--- src/rtl/subtractor_pkg.sv ---
// Shared types and sizing helpers for the multi-cycle chunked subtractor.
package subtractor_pkg;

   typedef enum logic [1:0] {
      IDLE = 2'd0,
      BUSY = 2'd1,
      DONE = 2'd2
   } state_e;

   localparam int N_DEFAULT     = 12;
   localparam int CHUNK_DEFAULT = 4;

   // Chunk index counter width; a single-chunk configuration still needs one bit.
   function automatic int idx_width(input int n, input int chunk);
      int w;
      w = $clog2(n / chunk);
      return (w < 1) ? 1 : w;
   endfunction

   localparam int IDX_W_DEFAULT = idx_width(N_DEFAULT, CHUNK_DEFAULT);

endpackage

--- src/rtl/subtractor_12bit_seq_chunk_subtractor.sv ---
// Combinational CHUNK-bit ripple-borrow subtractor built from full-subtractor cells.
module chunk_subtractor #(
   parameter int CHUNK = 4
) (
   input  logic [CHUNK-1:0] a,
   input  logic [CHUNK-1:0] b,
   input  logic             bin,
   output logic [CHUNK-1:0] diff,
   output logic             bout
);

   logic [CHUNK:0] borrow_chain;

   assign borrow_chain[0] = bin;

   generate
      for (genvar gi = 0; gi < CHUNK; gi++) begin : g_fs
         assign diff[gi]           = a[gi] ^ b[gi] ^ borrow_chain[gi];
         assign borrow_chain[gi+1] = (~a[gi] & b[gi]) | (~(a[gi] ^ b[gi]) & borrow_chain[gi]);
      end
   endgenerate

   assign bout = borrow_chain[CHUNK];

endmodule

--- src/rtl/subtractor_12bit_seq.sv ---
// Multi-cycle subtractor: result = input1 - input2, CHUNK bits per clock with a
// registered borrow between chunks and valid/ready handshakes on both sides.
module subtractor_12bit_seq
   import subtractor_pkg::*;
#(
   parameter int N     = N_DEFAULT,
   parameter int CHUNK = CHUNK_DEFAULT
) (
   input  logic         clk,
   input  logic         rst_n,
   input  logic         in_valid,
   output logic         in_ready,
   input  logic [N-1:0] input1,
   input  logic [N-1:0] input2,
   output logic         out_valid,
   input  logic         out_ready,
   output logic [N-1:0] result,
   output logic         borrow_out,
   output logic         overflow
);

   localparam int K  = N / CHUNK;
   localparam int IW = idx_width(N, CHUNK);
   localparam logic [IW-1:0] LAST_IDX = IW'(K - 1);

   state_e         state_q, state_d;
   logic [N-1:0]   a_q, a_d;
   logic [N-1:0]   b_q, b_d;
   logic [IW-1:0]  idx_q, idx_d;
   logic           borrow_q, borrow_d;
   logic [N-1:0]   result_q, result_d;
   logic           borrow_out_q, borrow_out_d;
   logic           overflow_q, overflow_d;
   logic           out_valid_q, out_valid_d;
   logic           in_ready_q, in_ready_d;

   logic [CHUNK-1:0] a_slice, b_slice, diff_slice;
   logic             chunk_bout;

   assign a_slice = a_q[idx_q*CHUNK +: CHUNK];
   assign b_slice = b_q[idx_q*CHUNK +: CHUNK];

   chunk_subtractor #(
      .CHUNK (CHUNK)
   ) u_chunk (
      .a    (a_slice),
      .b    (b_slice),
      .bin  (borrow_q),
      .diff (diff_slice),
      .bout (chunk_bout)
   );

   always_comb begin
      state_d      = state_q;
      a_d          = a_q;
      b_d          = b_q;
      idx_d        = idx_q;
      borrow_d     = borrow_q;
      result_d     = result_q;
      borrow_out_d = borrow_out_q;
      overflow_d   = overflow_q;
      out_valid_d  = out_valid_q;
      in_ready_d   = in_ready_q;

      case (state_q)
         IDLE: begin
            if (in_valid) begin
               a_d        = input1;
               b_d        = input2;
               idx_d      = '0;
               borrow_d   = 1'b0;
               in_ready_d = 1'b0;
               state_d    = BUSY;
            end
         end
         BUSY: begin
            result_d[idx_q*CHUNK +: CHUNK] = diff_slice;
            borrow_d = chunk_bout;
            if (idx_q == LAST_IDX) begin
               // Overflow looks at the freshly written top slice, not the stale register.
               borrow_out_d = chunk_bout;
               overflow_d   = (a_q[N-1] != b_q[N-1]) && (result_d[N-1] != a_q[N-1]);
               idx_d        = '0;
               out_valid_d  = 1'b1;
               state_d      = DONE;
            end else begin
               idx_d = idx_q + 1'b1;
            end
         end
         DONE: begin
            if (out_ready) begin
               out_valid_d = 1'b0;
               in_ready_d  = 1'b1;
               state_d     = IDLE;
            end
         end
         default: begin
            out_valid_d = 1'b0;
            in_ready_d  = 1'b1;
            state_d     = IDLE;
         end
      endcase
   end

   always_ff @(posedge clk or negedge rst_n) begin
      if (!rst_n) begin
         state_q      <= IDLE;
         a_q          <= '0;
         b_q          <= '0;
         idx_q        <= '0;
         borrow_q     <= 1'b0;
         result_q     <= '0;
         borrow_out_q <= 1'b0;
         overflow_q   <= 1'b0;
         out_valid_q  <= 1'b0;
         in_ready_q   <= 1'b1;
      end else begin
         state_q      <= state_d;
         a_q          <= a_d;
         b_q          <= b_d;
         idx_q        <= idx_d;
         borrow_q     <= borrow_d;
         result_q     <= result_d;
         borrow_out_q <= borrow_out_d;
         overflow_q   <= overflow_d;
         out_valid_q  <= out_valid_d;
         in_ready_q   <= in_ready_d;
      end
   end

   assign in_ready   = in_ready_q;
   assign out_valid  = out_valid_q;
   assign result     = result_q;
   assign borrow_out = borrow_out_q;
   assign overflow   = overflow_q;

endmodule
--- config.mk ---
export PLATFORM = sky130hd
export DESIGN_NAME = subtractor_12bit_seq
export DESIGN_NICKNAME = d
export VERILOG_FILES = /design/src/rtl/subtractor_pkg.sv /design/src/rtl/subtractor_12bit_seq_chunk_subtractor.sv /design/src/rtl/subtractor_12bit_seq.sv
export SDC_FILE = /design/constraint.sdc
export NUM_CORES = 1
export LEC_CHECK = 0
export CAP_MARGIN = 20
export CORE_ASPECT_RATIO = 0.8
export CORE_MARGIN = 3
export CORE_UTILIZATION = 54
export CTS_CLUSTER_SIZE = 25
export DETAILED_ROUTE_END_ITERATION = 6
export GPL_TIMING_DRIVEN = 0
export PLACE_DENSITY = 0.94
export SLEW_MARGIN = 10
export SYNTH_ARGS = -nofsm -noshare
export SYNTH_HDL_FRONTEND = slang
export SYNTH_SLANG_ARGS = --single-unit
--- constraint.sdc ---
create_clock -name clk -period 8.15 [get_ports clk]
set_input_delay 1.63 -clock clk [delete_from_list [all_inputs] [get_ports clk]]
set_output_delay 1.63 -clock clk [all_outputs]
set_load 0.01 [all_outputs]
---- After elaboration in Yosys (flattened, before gate mapping) ----
Index checks and enable logic that the tools add are counted.
storage, ports and cells
  input port bits ......................... 28
  output and inout port bits .............. 16
  logic and storage cells ................. 78
  bits in registers ....................... 45
operators by class
  eq/ne operators ......................... 8
  $add $sub $neg .......................... 2
  reduce and logical (&&, ||, !) cells .... 9
  muxes and demuxes ....................... 15
  shift-type cells ........................ 4
  bitwise logic cells ..................... 30
operators with widths
  operator                                                                  number
  4-bit negator with 34-bit output                                          1
  4-bit by 34-bit variable shift with 12-bit output (first input constant)  1
  4-bit by 34-bit variable part select with 12-bit output                   1
  12-bit by 5-bit variable part select with 4-bit output                    2
  12-bit bitwise mux                                                        1
  2-bit two-way mux                                                         5
  1-bit inverter                                                            10
  3-bit AND reduction                                                       3
  1-bit AND                                                                 8
  1-bit bitwise XOR                                                         8
  2-bit != test (second input constant)                                     3
  1-bit case mux with 3 select lines                                        2
  2-bit case mux with 3 select lines                                        1
  2-bit AND reduction                                                       3
  2-bit == test (second input constant)                                     2
  1-bit two-way mux                                                         4
  1-bit OR                                                                  4
  2-bit case mux with 2 select lines                                        1
  2-bit by 1-bit adder with 2-bit output (second input constant)            1
  2-bit by 1-bit == test with 1-bit output (second input constant)          1
  2-bit zero test                                                           1
  1-bit != test                                                             2
  1-bit case mux with 2 select lines                                        1
  2-bit nonzero test                                                        1
  1-bit logical AND                                                         1

---- Longest topological paths before layout ----
Gate-level depths: netlist of the first run.
  depth in word-level cells ............... 14
  mapped depth ............................ 12
  gate-level depth less buffers ........... 12

---- By module ----
A second synthesis of the first run with hierarchy kept.
second synthesis, totals
  cells, all modules ...................... 178
  area, all modules ....................... 2207.1 µm²
modules (own cells, without submodules)
  module                cells an instance  times used  area an instance (µm²)
  subtractor_12bit_seq  164                1           2089.5
  chunk_subtractor      14                 1           117.6

---- Least setup slack after synthesis of the first run ----
No wires, ideal clock.
  path type ............................... reg-to-reg
  start point ............................. register idx_q[0]
  end point ............................... register overflow_q, in the netlist overflow
  buffers on the path ..................... 0
  library setup time ...................... 0.077 ns
  cell stages (with the launch flop) ...... 13
  slack ................................... 5.014 ns
  period minus slack after synthesis ...... 3.136 ns
  data arrival time ....................... 3.058 ns
  path through ............................ dfrtp_1 inv_1 nor2_1 nand2_1 o21ai_0 fa_1 inv_1 fa_1 fa_1 fa_1 a31oi_1 or3_1 a21oi_1
between the ends
  cells in the longest elaborated chain, start to end .. 14
  elaborated cells on any way between the ends .. 33
  classes of those cells .................. 1 x add/sub; 2 x eq/ne; 4 x shift; 1 x mux; 23 x bitwise; 2 x reduce/logical
RTL lines
  what                                                                              line                                                                                      text
  start, declared                                                                   subtractor_12bit_seq.sv:29                                                                logic [IW-1:0] idx_q, idx_d;
  start signal, assigned                                                            subtractor_12bit_seq.sv:121                                                               idx_q <= idx_d;
  12-bit by 5-bit variable part select with 4-bit output, on equally long branches  subtractor_12bit_seq.sv:40, subtractor_12bit_seq.sv:41
  1-bit bitwise XOR                                                                 subtractor_12bit_seq_chunk_subtractor.sv:18, subtractor_12bit_seq_chunk_subtractor.sv:19
  1-bit inverter                                                                    subtractor_12bit_seq_chunk_subtractor.sv:19                                               assign borrow_chain[gi+1] = (~a[gi] & b[gi]) | (~(a[gi] ^ b[gi]) & borrow_chain[gi]);
  1-bit AND                                                                         subtractor_12bit_seq_chunk_subtractor.sv:19
  1-bit OR                                                                          subtractor_12bit_seq_chunk_subtractor.sv:19
  1-bit AND                                                                         subtractor_12bit_seq_chunk_subtractor.sv:19
  1-bit OR                                                                          subtractor_12bit_seq_chunk_subtractor.sv:19
  1-bit AND                                                                         subtractor_12bit_seq_chunk_subtractor.sv:19
  1-bit OR                                                                          subtractor_12bit_seq_chunk_subtractor.sv:19
  1-bit bitwise XOR                                                                 subtractor_12bit_seq_chunk_subtractor.sv:18                                               assign diff[gi] = a[gi] ^ b[gi] ^ borrow_chain[gi];
  4-bit by 34-bit variable part select with 12-bit output                           subtractor_12bit_seq.sv:77                                                                result_d[idx_q*CHUNK +: CHUNK] = diff_slice;
  12-bit bitwise mux                                                                subtractor_12bit_seq.sv:77
  1-bit != test                                                                     subtractor_12bit_seq.sv:82                                                                overflow_d = (a_q[N-1] != b_q[N-1]) && (result_d[N-1] != a_q[N-1]);
  1-bit logical AND                                                                 subtractor_12bit_seq.sv:82
  end signal, assigned                                                              subtractor_12bit_seq.sv:125                                                               overflow_q <= overflow_d;
  end, declared                                                                     subtractor_12bit_seq.sv:33                                                                logic overflow_q, overflow_d;
Parallel ways exist; a longest one is shown, timed or not.
A chain may end at the register's enable or synchronous reset.

---- Final worst setup path of the first run ----
Ends and elaborated chain as after synthesis.

==> flow_summary.json, run 1 <==
{
  "flow.area_growth_from_synthesis_pct": 29.8,
  "drc_violations": 0,
  "first_global_vias": 1533,
  "final_net_count": 255,
  "filler_free_cell_count_of_the_finished_design": 271,
  "seq_area_um2": 1130,
  "dieWidth_um": 75.8,
  "cts_buf_count": 5,
  "worst_setup_path_start_kind": "register",
  "clkSlewWorstSetupHoldPaths_ns": 0.08,
  "grt_antenna_before_repair": 0,
  "max-slew-margin-rel_pct": 63.1,
  "unrepaired_setup_endpoints_after_global_routing": "no",
  "synthCells": 167,
  "ant_nets": 0,
  "yosysSeqAreaShare_pct": 53.6,
  "routabilityCongestion": 0.769,
  "hp-class": "reg -> reg",
  "worst_pin_slew_ns": 0.551,
  "pin_count": 44,
  "finalClockSkew_ns": 0.00266,
  "grt_first_pass_wirelength_um": 7020,
  "postSynthAreaPerCell_um2": 12.6,
  "timing.final.crit_share_pct": 44.3,
  "cp_slowest_stage_delay_ns": 0.58,
  "first_pass_iters": 4,
  "worstSetupPathType": "reg -> reg",
  "die_h_um": 61.8,
  "cts_post_setup_buffers_inserted": 0,
  "r2r_start": "idx_q[0]$_DFFE_PN0P_",
  "ir_drop_mv": 0.251,
  "grt_usage_pct": 20.9,
  "cp-end-kind": "register",
  "multi_input_comb_area_um2": 911,
  "dieArea_um2": 4680,
  "buffer_ports.inserted": 43,
  "finalMaxSlewViolations": 0,
  "clkSinkCount": 45,
  "worst_skew_pair.late_latency_ns": 0.30,
  "diodes_inserted": 0,
  "reg2reg_depth": 12,
  "netlist-cell-type-count": 30,
  "grt_overflow_total": 0,
  "post_route_cells_drive_above_1_share_pct": 19.6,
  "area_of_the_mapped_netlist_um2": 2100,
  "tritoncts_clock_tree": "done",
  "cp.buffers_inverters": 2,
  "dp_hpwl_um": 3230,
  "slowest_stage_cell_crit_path": "sky130_fd_sc_hd__fa_1",
  "wl_per_cell_um": 15.8,
  "routing_usage_on_met1_pct": 26.4,
  "grtUsageMet3_pct": 5.31,
  "hold_path_stages": 2,
  "htree_num_levels": 2,
  "status": "finished, final reports clean",
  "power_per_cell_area_nw_per_um2": 410,
  "core.rowCount": 19,
  "cts_hold_repair.buffers": 0,
  "register_to_register_path_setup_slack_ns": 4.54,
  "timing_hold_violations_final": 0,
  "cts.root.buffer_cell": "sky130_fd_sc_hd__clkbuf_8",
  "cpLargestDelayFamily": "adder cells",
  "grt.busiest_layer": "met2",
  "holdCritStartpoint": "borrow_out$_DFFE_PN0P_",
  "hold_end": "borrow_out$_DFFE_PN0P_",
  "ctsResizeCount": 0,
  "initial_standard_cell_utilization_of_the_core_pct": 58.6,
  "critPathMaxFanout": 8,
  "clock_tree.buffer_depth": 2,
  "drv.max_cap_violation_count": 0,
  "critical_path_cell_sequence": "inv_1 -> nor2_1 -> nand2_1 -> o21ai_0 -> fa_1 -> inv_1 -> fa_1 -> fa_1 -> fa_1 -> a31oi_1 -> or3_1 -> a21oi_1",
  "cp.required_ns": 8.38,
  "syn-num-nets": 204,
  "finalWirelength_um": 4300,
  "maxClockFrequency_ghz": 0.277,
  "synth_seq_cells": 45,
  "synth_warnings": 0,
  "setup_violations": 0,
  "grt_start_max_net_pins": 35,
  "static-leakage-power_nw": 1.18,
  "vias_per_cell": 5.41,
  "r2r_end": "overflow$_DFFE_PN0P_",
  "placeableCoreArea_um2": 3590,
  "path_common_cell": "sky130_fd_sc_hd__fa_1",
  "fin_tns_setup_ns": 0,
  "drt_iter0_drc": 125,
  "timing.critical_path.arrival_ns": 3.84,
  "routed-via-count": 1466,
  "final_period_minus_worst_setup_slack_ns": 3.61,
  "filler_cell_count": 233,
  "met2_usage_pct": 33.8,
  "dpl.cell_count": 263
}
[power breakdown]
group / switching, mW / internal, mW
Sequential: 0.0665 / 0.329
Combinational: 0.281 / 0.270
Clock: 0.0739 / 0.0999
Total: 0.422 / 0.699
[cell usage in the layout (no fill, tap or decap), drive strengths merged]
master and count:
nor3 1, a21oi 8, or3 1, bufinv 1
dfrtp 44, o31ai 1, ha 5, a22o 11
nor2 8, nor4b 1, nor2b 1, and2b 1
fa 4, mux2 23, inv 8, dfstp 1
o21ai 10, a31oi 2, o22a 1, clkdlybuf4s50 42
buf 6, nor3b 2, mux2i 9, and3 1
nand2 19, clkbuf 8
[flip-flops by register name, indices dropped and copies added, names as in the netlist, 2 cells and up]
name and cells:
a_q 12, b_q 12, idx_q 2, result 12, state_q 2
[synthesized netlist by cell type (all sizes together)]
| library cell | number | area [µm²] |
|---|---|---|
| a21oi | 8 | 40.0 |
| a22o | 11 | 96.3 |
| a31oi | 2 | 12.5 |
| and2b | 1 | 8.76 |
| and3 | 1 | 6.26 |
| buf | 4 | 31.3 |
| clkbuf | 1 | 3.75 |
| dfrtp | 44 | 1100 |
| dfstp | 1 | 26.3 |
| fa | 4 | 80.1 |
| ha | 5 | 62.6 |
| inv | 8 | 30.0 |
| mux2 | 23 | 259 |
| mux2i | 9 | 90.1 |
| nand2 | 19 | 81.3 |
| nor2 | 8 | 30.0 |
| nor2b | 1 | 6.26 |
| nor3 | 1 | 10.0 |
| nor3b | 2 | 31.3 |
| nor4b | 1 | 23.8 |
| o21ai | 10 | 50.1 |
| o22a | 1 | 8.76 |
| o31ai | 1 | 7.51 |
| or3 | 1 | 6.26 |
[through the flow]
stage | hold slack [ns] | worst slack [ns] | power (mW) | utilization (%) | cell area [µm²]
finish | 0.489 | 4.54 | 1.12 | 76.1 | 2730
global route | 0.529 | 4.33 | 1.20 | 76.1 | 2730
CTS | 0.494 | 4.57 | 1.13 | 76.1 | 2730
detailed placement | 0.476 | 4.61 | 0.949 | 72.8 | 2610
global placement | 0.471 | 4.33 | 0.921 | 72.4 | 2600
floorplan | 0.458 | 5.01 | 0.759 | - | 2100
[worst min-delay path: cells and delay by family, from the launching register on]
kind	cells	cell delay, ns
AO/OA/AOI/OAI	1	0.06
flip-flops	1	0.35
AND/OR/NAND/NOR	1	0.05
[how the worst max path moves through the flow]
| stage | cells after the start | slack (ns) | endpoint | startpoint |
|---|---|---|---|---|
| 5_1_grt | 12 | 4.33 | overflow$_DFFE_PN0P_ | idx_q[0]$_DFFE_PN0P_ |
| 3_3_place_gp | 1 | 4.33 | a_q[10]$_DFFE_PN0P_ | rst_n |
| 3_5_place_dp | 12 | 4.61 | overflow$_DFFE_PN0P_ | idx_q[0]$_DFFE_PN0P_ |
| 2_1_floorplan | 12 | 5.01 | overflow$_DFFE_PN0P_ | idx_q[0]$_DFFE_PN0P_ |
| 4_1_cts | 12 | 4.57 | overflow$_DFFE_PN0P_ | idx_q[0]$_DFFE_PN0P_ |
| 6_report | 12 | 4.54 | overflow$_DFFE_PN0P_ | idx_q[0]$_DFFE_PN0P_ |
[cell type report]
| type | instances | area share (%) |
|---|---|---|
| Buffer | 5 | 1.28 |
| Clock buffer | 7 | 3.16 |
| Multi-Input combinational cell | 109 | 33.4 |
| Clock inverter | 1 | 1.10 |
| Inverter | 8 | 1.10 |
| Sequential cell | 45 | 41.3 |
| Tap cell | 52 | 2.38 |
| Timing Repair Buffer | 44 | 16.3 |
[metal layers]
layer	wire, µm	up-vias
li1	-	689
met5	0	-
met1	1920	727
met2	2090	45
met3	215	5
met4	70	0
[kinds of logic after synthesis]
| logic type | count (synthesis) | synth area share [%] |
|---|---|---|
| AND/OR/NAND/NOR | 35 | 9.70 |
| AO/OA/AOI/OAI | 33 | 10.2 |
| adder cells (fa/ha/maj) | 9 | 6.78 |
| multiplexers | 32 | 16.6 |
| flip-flops | 45 | 53.6 |
| buffers and inverters | 13 | 3.09 |
Note: power is estimated with default switching activity, not from simulation.
==> run 2, diff against run 1 <==
--- a/config.mk
+++ b/config.mk
@@ -8,11 +8,11 @@
 export CAP_MARGIN = 20
 export CORE_ASPECT_RATIO = 0.8
 export CORE_MARGIN = 3
-export CORE_UTILIZATION = 54
+export CORE_UTILIZATION = 50
 export CTS_CLUSTER_SIZE = 25
 export DETAILED_ROUTE_END_ITERATION = 6
 export GPL_TIMING_DRIVEN = 0
-export PLACE_DENSITY = 0.94
+export PLACE_DENSITY = 0.88
 export SLEW_MARGIN = 10
 export SYNTH_ARGS = -nofsm -noshare
 export SYNTH_HDL_FRONTEND = slang
==> constraint.sdc (replaced) <==
create_clock -name clk -period 3.8 [get_ports clk]
set_input_delay 0.76 -clock clk [delete_from_list [all_inputs] [get_ports clk]]
set_output_delay 0.76 -clock clk [all_outputs]
set_load 0.01 [all_outputs]
==> run 2 against run 1 <==
Net effect:
- flip-flop and latch count unchanged
- die area grew 7.3%
- highest routed layer unchanged
- final cell count up 1.1%
- fmax increased by 2.2%
- wire length shrank 11%
- utilization decreased by 7.2 points
- clock skew about the same
- via count shrank 5.1%
- largest cell class unchanged
- sequential share of layout area increased by 0.36 points
- critical endpoint unchanged
==> flow_summary.json, run 2 (synthesis results as in run 1) <==
{
  "power_per_cell_area_nw_per_um2": 851,
  "setup_violations": 0,
  "first_global_vias": 1387,
  "placement.setup.worst_slack_ns": 0.231,
  "multi_input_comb_area_um2": 913,
  "layout_setup_ws_ns": 0.269,
  "ant_nets": 0,
  "finalMaxSlewViolations": 0,
  "worst_skew_pair.late_latency_ns": 0.29,
  "final_net_count": 255,
  "worst_setup_path_start_kind": "register",
  "vias_per_cell": 5.08,
  "buffer_ports.inserted": 43,
  "ir_drop_mv": 0.455,
  "cts.root.buffer_cell": "sky130_fd_sc_hd__clkbuf_8",
  "r2r_start": "idx_q[1]$_DFFE_PN0P_",
  "cp-end-kind": "register",
  "maxClockFrequency_ghz": 0.283,
  "die_h_um": 64.0,
  "diodes_inserted": 0,
  "clock_tree.buffer_depth": 2,
  "non_filler_cell_area_final_um2": 2710,
  "status": "finished, final reports clean",
  "timing.final.crit_share_pct": 92.9,
  "max-slew-margin-rel_pct": 67.5,
  "grt_start_max_net_pins": 32,
  "dieArea_um2": 5030,
  "post_route_cells_drive_above_1_share_pct": 20.5,
  "unrepaired_setup_endpoints_after_global_routing": "no",
  "dp_hpwl_um": 3070,
  "worstSetupPathType": "reg -> reg",
  "drc_violations": 0,
  "wl_per_cell_um": 14.0,
  "register_to_register_path_setup_slack_ns": 0.27,
  "clkSinkCount": 45,
  "finalClockSkew_ns": 0.00311,
  "critPathMaxFanout": 10,
  "cts_hold_repair.buffers": 0,
  "routed-via-count": 1391,
  "cp.required_ns": 4.02,
  "pin_count": 44,
  "fin_tns_setup_ns": 0,
  "tritoncts_clock_tree": "done",
  "seq_area_um2": 1130,
  "grt_first_pass_wirelength_um": 6580,
  "initial_standard_cell_utilization_of_the_core_pct": 53.5,
  "cts_buf_count": 5,
  "drt_iter0_drc": 57,
  "grt_antenna_before_repair": 0,
  "timing.critical_path.arrival_ns": 3.75,
  "first_pass_iters": 4,
  "hp-class": "in -> async",
  "htree_num_levels": 2,
  "grt_usage_pct": 17.0,
  "grt_overflow_total": 0,
  "final_period_minus_worst_setup_slack_ns": 3.53,
  "drv.max_cap_violation_count": 0,
  "cts_post_setup_buffers_inserted": 0,
  "placeableCoreArea_um2": 3930,
  "dieWidth_um": 78.5,
  "ctsResizeCount": 0,
  "core.rowCount": 20,
  "routabilityCongestion": 0.729,
  "timing_hold_violations_final": 0,
  "worst_pin_slew_ns": 0.488,
  "filler_cell_count": 304,
  "finalWirelength_um": 3830,
  "post_dp_cell_area_um2": 2620,
  "flow.area_growth_from_synthesis_pct": 28.7,
  "most_frequent_cells_in_the_layout": "sky130_fd_sc_hd__dfrtp_1 (44), sky130_fd_sc_hd__clkdlybuf4s50_1 (42), sky130_fd_sc_hd__mux2_2 (22)",
  "static-leakage-power_nw": 1.16,
  "critPathLaunch": "idx_q[1]$_DFFE_PN0P_",
  "clkSlewWorstSetupHoldPaths_ns": 0.08,
  "final_common_cell": "sky130_fd_sc_hd__dfrtp_1"
}
[run 2: report_power, final]
part / leakage [nW] / internal [mW] / total (mW) / switching, mW
Combinational: 0.565 / 0.580 / 1.18 / 0.595
Sequential: 0.556 / 0.705 / 0.844 / 0.139
Clock: 0.0439 / 0.127 / 0.285 / 0.158
[run 2: final timing paths]
| check | end | depth (start not counted) |
|---|---|---|
| max | overflow$_DFFE_PN0P_ | 12 |
| min | result[7]$_DFFE_PN0P_ | 1 |
| min in group clk | a_q[9]$_DFFE_PN0P_ | 1 |
| max in group asynchronous | in_ready$_DFFE_PN1P_ | 2 |
| max reg2reg | overflow$_DFFE_PN0P_ | 12 |
| min reg2reg | a_q[9]$_DFFE_PN0P_ | 1 |
[run 2: per-layer routing]
metal  vias to the layer above  GRT usage [%]  share of wire (%)
li1                        685              -                  -
met1                       667           22.5                 47
met2                        36           27.8                 47
met3                         3           3.94                5.2
met4                         0           5.24               0.71
met5                         -              0                  0
[run 2: layout make-up]
type,count,area share [%]
Multi-Input combinational cell,109,33.7
Timing Repair Buffer,44,16.5
Sequential cell,45,41.7
Clock inverter,3,0.647
Tap cell,55,2.54
Inverter,8,1.11
Clock buffer,5,2.54
Buffer,5,1.29
[run 2: stage by stage]
step / total power [mW] / utilization, % / instances / hold WS, ns
after floorplan: 1.63 / - / 167 / 0.458
after global placement: 1.98 / 66.2 / 265 / 0.472
after detailed placement: 2.04 / 66.6 / 266 / 0.485
after CTS: 2.33 / 68.8 / 274 / 0.362
after global routing: 2.49 / 68.9 / 274 / 0.371
final: 2.30 / 68.9 / 274 / 0.360
[run 2: critical path, stage by stage (launching register included)]
cell and delay [ns]:
sky130_fd_sc_hd__dfrtp_1 0.42, sky130_fd_sc_hd__buf_2 0.31, sky130_fd_sc_hd__mux2i_1 0.24, sky130_fd_sc_hd__nor2_1 0.05
sky130_fd_sc_hd__a21oi_1 0.23, sky130_fd_sc_hd__fa_1 0.21, sky130_fd_sc_hd__inv_1 0.05, sky130_fd_sc_hd__fa_1 0.37
sky130_fd_sc_hd__fa_1 0.39, sky130_fd_sc_hd__fa_1 0.60, sky130_fd_sc_hd__a31oi_1 0.15, sky130_fd_sc_hd__or3_1 0.32
sky130_fd_sc_hd__a21oi_1 0.14
